==> src/rtl/exe_unit_arbiter.sv <==
`default_nettype none
// +----------------------------------------------------------------------------+
// | Module   : exe_unit_arbiter                                                |
// | Brief    : Round-robin sharing of one fixed-latency exe unit by two ports  |
// | Revision : 1.0 - initial release                                           |
// +----------------------------------------------------------------------------+
module exe_unit_arbiter #(
  parameter int M   = 4,
  parameter int N   = 2,
  parameter int LAT = 1
) (
  input  logic         i_clk,
  input  logic         i_rsn,
  input  logic         i_req0_valid,
  output logic         o_req0_ready,
  input  logic [N-1:0] i_req0_oper,
  input  logic [M-1:0] i_req0_argA,
  input  logic [M-1:0] i_req0_argB,
  input  logic         i_req1_valid,
  output logic         o_req1_ready,
  input  logic [N-1:0] i_req1_oper,
  input  logic [M-1:0] i_req1_argA,
  input  logic [M-1:0] i_req1_argB,
  output logic         o_rsp0_valid,
  output logic         o_rsp1_valid,
  output logic [M-1:0] o_rsp_result,
  output logic [1:0]   o_rsp_status,
  output logic [N-1:0] o_exe_oper,
  output logic [M-1:0] o_exe_argA,
  output logic [M-1:0] o_exe_argB,
  input  logic [M-1:0] i_exe_result,
  input  logic [1:0]   i_exe_status
);

  localparam int CW = (LAT > 1) ? $clog2(LAT) : 1;

  typedef enum logic [1:0] {
    S_IDLE = 2'd0,
    S_WAIT = 2'd1,
    S_RESP = 2'd2
  } state_t;

  state_t        r_state;
  state_t        w_next;
  logic [CW-1:0] r_cnt;
  logic          r_ptr;    // port preferred on contention; 0 after reset
  logic          r_owner;
  logic          w_grant0;
  logic          w_grant1;
  logic          w_accept;
  logic          w_cnt_done;

  // Ready is masked by reset so toggling inputs during reset never show through.
  assign w_grant0 = i_rsn && (r_state == S_IDLE) && i_req0_valid &&
                    (!i_req1_valid || !r_ptr);
  assign w_grant1 = i_rsn && (r_state == S_IDLE) && i_req1_valid &&
                    (!i_req0_valid || r_ptr);
  assign w_accept   = w_grant0 || w_grant1;
  assign w_cnt_done = (r_cnt == CW'(LAT - 1));

  assign o_req0_ready = w_grant0;
  assign o_req1_ready = w_grant1;
  assign o_rsp0_valid = (r_state == S_RESP) && !r_owner;
  assign o_rsp1_valid = (r_state == S_RESP) && r_owner;

  always_comb begin
    w_next = r_state;
    case (r_state)
      S_IDLE:  if (w_accept) w_next = S_WAIT;
      S_WAIT:  if (w_cnt_done) w_next = S_RESP;
      S_RESP:  w_next = S_IDLE;
      default: w_next = S_IDLE;
    endcase
  end

  always_ff @(posedge i_clk or negedge i_rsn) begin
    if (!i_rsn) begin
      r_state      <= S_IDLE;
      r_cnt        <= '0;
      r_ptr        <= 1'b0;
      r_owner      <= 1'b0;
      o_exe_oper   <= '0;
      o_exe_argA   <= '0;
      o_exe_argB   <= '0;
      o_rsp_result <= '0;
      o_rsp_status <= '0;
    end else begin
      r_state <= w_next;

      if (w_accept) begin
        r_owner    <= w_grant1;
        r_ptr      <= w_grant0;
        o_exe_oper <= w_grant1 ? i_req1_oper : i_req0_oper;
        o_exe_argA <= w_grant1 ? i_req1_argA : i_req0_argA;
        o_exe_argB <= w_grant1 ? i_req1_argB : i_req0_argB;
      end

      // The exe output is sampled exactly LAT edges after the operands changed.
      if (r_state == S_WAIT) begin
        if (w_cnt_done) begin
          r_cnt        <= '0;
          o_rsp_result <= i_exe_result;
          o_rsp_status <= i_exe_status;
        end else begin
          r_cnt <= r_cnt + 1'b1;
        end
      end else begin
        r_cnt <= '0;
      end
    end
  end

endmodule
`default_nettype wire

==> config.mk <==
export PLATFORM = sky130hd
export DESIGN_NAME = exe_unit_arbiter
export DESIGN_NICKNAME = d
export VERILOG_FILES = /design/src/rtl/exe_unit_arbiter.sv
export SDC_FILE = /design/constraint.sdc
export NUM_CORES = 1
export LEC_CHECK = 0
export CAP_MARGIN = 20
export CORE_ASPECT_RATIO = 1.5
export CORE_MARGIN = 5
export CORE_UTILIZATION = 40
export DETAILED_ROUTE_END_ITERATION = 8
export PLACE_DENSITY = 0.79
export SYNTH_ARGS = -nofsm -noshare
export SYNTH_HDL_FRONTEND = slang
export SYNTH_SLANG_ARGS = --single-unit
==> constraint.sdc <==
create_clock -name i_clk -period 2 [get_ports i_clk]
set_clock_uncertainty 0.05 [all_clocks]
set_input_delay 0.6 -clock i_clk [delete_from_list [all_inputs] [get_ports i_clk]]
set_output_delay 0.6 -clock i_clk [all_outputs]
set_load 0.01 [all_outputs]
==> impl_metrics.yaml <==
global_route:
  grt_pass1_vias: 1112
  grt_overflow: 0
  grt_pass1_wl_um: 5030
  grt_max_degree: 22
  track_usage_pct: 17.5
  antenna_found_initial: 0
synth:
  synth_area_leaders: "dfrtp_1 (48%), o22a_1 (8.4%), o211ai_1 (6.5%), mux2_2 (6.5%), a31oi_1 (6.0%)"
  avgSynthCellArea_um2: 10.3
  ys_warn_count: 0
  synthesis.nets: 131
  yosys_register_bits: 20
  ys_seq_area_share_pct: 48.0
  synth_top_area_share_pct: 48.0
  yosys_most_used_dff: "dfrtp_1"
  synth_edf_count: 0
  syn_inst: 101
  synthesis.area_um2: 1040
  synth_most_common_cell: "dfrtp_1"
  async_reset_ff_share_pct: 100
  synth.distinct_cells: 23
  synthTopCellsByCount: "dfrtp_1 (20), inv_1 (13), nand2_1 (11)"
  synth_top_area_cell: "dfrtp_1"
placement:
  gp_congestion: 0.765
  placed_cells: 177
  portBuffers: 49
  dp_hpwl_um: 2150
clock_network:
  htree_levels: 1
  clk_latency_ns: 0.31
  clock_sinks: 20
  cts_inserted_buffers: 3
  cts_hold_buf: 0
  cts_max_path_buffers: 2
  root_buffer: "clkbuf_4"
  path_clk_slew_ns: 0.12
  cts_tree: "done"
route:
  via_per_inst: 5.36
  num_vias: 991
  antenna_left: 0
  routed_wl_um: 3010
  first_iter_violations: 31
  drc_errors: 0
  post_drt_wl_per_cell_um: 16.3
  drt_pass1_iterations: 4
run_status:
  outcome: "complete, but fails checks"
  violations: "negative setup slack"
sta:
  setup_viol: 1
  relSlewSlack_pct: 78.5
  max_clock_freq_ghz: 0.490
  hold_viol: 0
  worst_pin_slew_ns: 0.323
  slew_viol_final: 0
  finalCritPeriodShare_pct: 102
  hold_slack_ns: 0.205
  period_minus_slack_ns: 2.04
  rsz0062_at_grt: "true"
  worst_slack_ns: -0.0405
die:
  pin_count: 50
  initial_core_util_pct: 42.1
  rows: 22
  die_h_um: 72.6
  core_um2: 2480
  die_w_um: 51.7
  die-area_um2: 3750
power:
  power_density_nw_per_um2: 851
  p_leak_nw: 0.740
  ir_worst_vdd_v: 0.000640
critical_path:
  start_kind: "register"
  path_max_fanout: 2
  critPathRequiredTime_ns: 1.35
  critPathKind: "register to output port"
  cp-end-kind: "output port"
  cp.arrival_ns: 1.39
layout:
  final_net_count: 192
  final_cells: 185
  diodes: 0
  area_growth_pct: 58.9
  drive_above_1_share_pct: 23.0
min_path:
  hp-class: "input port to async pin"
flow_run:
  drv_cap: 0
==> what timing repair did <==
item | CTS | global route
cloned | 0 | 0
pin swaps | 1 | 0
setup endpoints to repair | 4 | 3
setup buffers | 3 | 1
resized for setup | 24 | 2
endpoints found under the hold margin | 0 | 0
==> cells by family (layout without fill, tap and decap cells) <==
group | Yosys count | after routing | synth area share [%]
flops | 20 | 20 | 48.0
mux | 6 | 6 | 6.47
simple gates | 21 | 21 | 12.0
compound gates | 32 | 32 | 23.3
buf+inv | 22 | 82 | 10.3
==> stage by stage <==
stage	setup WS (ns)	setup TNS [ns]	area, um2	utilization (%)	power (mW)
final	-0.0405	-0.0405	1660	66.9	1.41
after CTS	-0.0286	-0.0286	1640	66.1	1.41
after global placement	-0.677	-2.94	1600	64.4	1.14
after detailed placement	-0.749	-3.17	1600	64.4	1.16
after global routing	-0.122	-0.210	1660	66.9	1.51
after floorplan	0.175	0	1040	-	0.835
==> worst max-delay path, cell delays in order, from the launching register on <==
cell and delay, ns:
dfrtp_1 0.45, nor3b_4 0.20, buf_4 0.14, and3_4 0.19, buf_6 0.10
==> per-layer routing <==
| layer | vias up | track usage (%) | wire length, um |
|---|---|---|---|
| met2 | 46 | 32.7 | 1600 |
| met4 | 0 | 5.83 | 14 |
| met3 | 2 | 6.57 | 281 |
| li1 | 474 | - | - |
| met5 | - | 0 | 0 |
| met1 | 469 | 17.2 | 1110 |
==> registers in the layout, summed over array words and instances (netlist names) <==
name          flops
o_exe_argA        4
o_exe_argB        4
o_exe_oper        2
o_rsp_result      4
o_rsp_status      2
r_owner           1
r_ptr             1
r_state           2
==> path summary, 6_finish.rpt <==
kind | start | endpoint | depth (start not counted) | slack (ns)
worst max register to register | r_state[0]$_DFFE_PN0P_ | o_exe_oper[1]$_DFFE_PN0P_ | 5 | 0.43
worst min register to register | o_exe_argA[0]$_DFFE_PN0P_ | o_exe_argA[0]$_DFFE_PN0P_ | 1 | 0.47
min in group i_clk | o_exe_argA[0]$_DFFE_PN0P_ | o_exe_argA[0]$_DFFE_PN0P_ | 1 | 0.47
worst min-delay path | i_rsn | r_owner$_DFFE_PN0P_ | 2 | 0.20
worst max-delay path | r_state[0]$_DFFE_PN0P_ | o_req0_ready | 4 | -0.04
max in group asynchronous | i_rsn | o_exe_oper[0]$_DFFE_PN0P_ | 2 | 1.48
==> cell usage in the layout, fill, tap and decap left out, types with 2 or more instances in the layout <==
cell type / n
clkdlybuf4s50_1: 42
dfrtp_1: 20
buf_4: 16
inv_1: 13
nand2_1: 11
a31oi_1: 10
o22a_1: 10
o211ai_1: 9
mux2_2: 6
buf_2: 4
clkbuf_4: 3
nand2b_1: 2
dlygate4sd2_1: 2
==> final cells by class <==
type / instances / area (um2)
clock buffer: 4 / 36.3
inverter: 13 / 48.8
sequential: 20 / 500
tap: 24 / 30.0
timing repair buffer: 65 / 589
multi-input combinational: 59 / 453
fill: 199 / 820
==> report_power, final <==
| part | switching [mW] | internal, mW |
|---|---|---|
| clock network | 0.131 | 0.111 |
| registers | 0.0640 | 0.510 |
| logic | 0.241 | 0.353 |
Note: power is estimated with default switching activity, not from simulation.
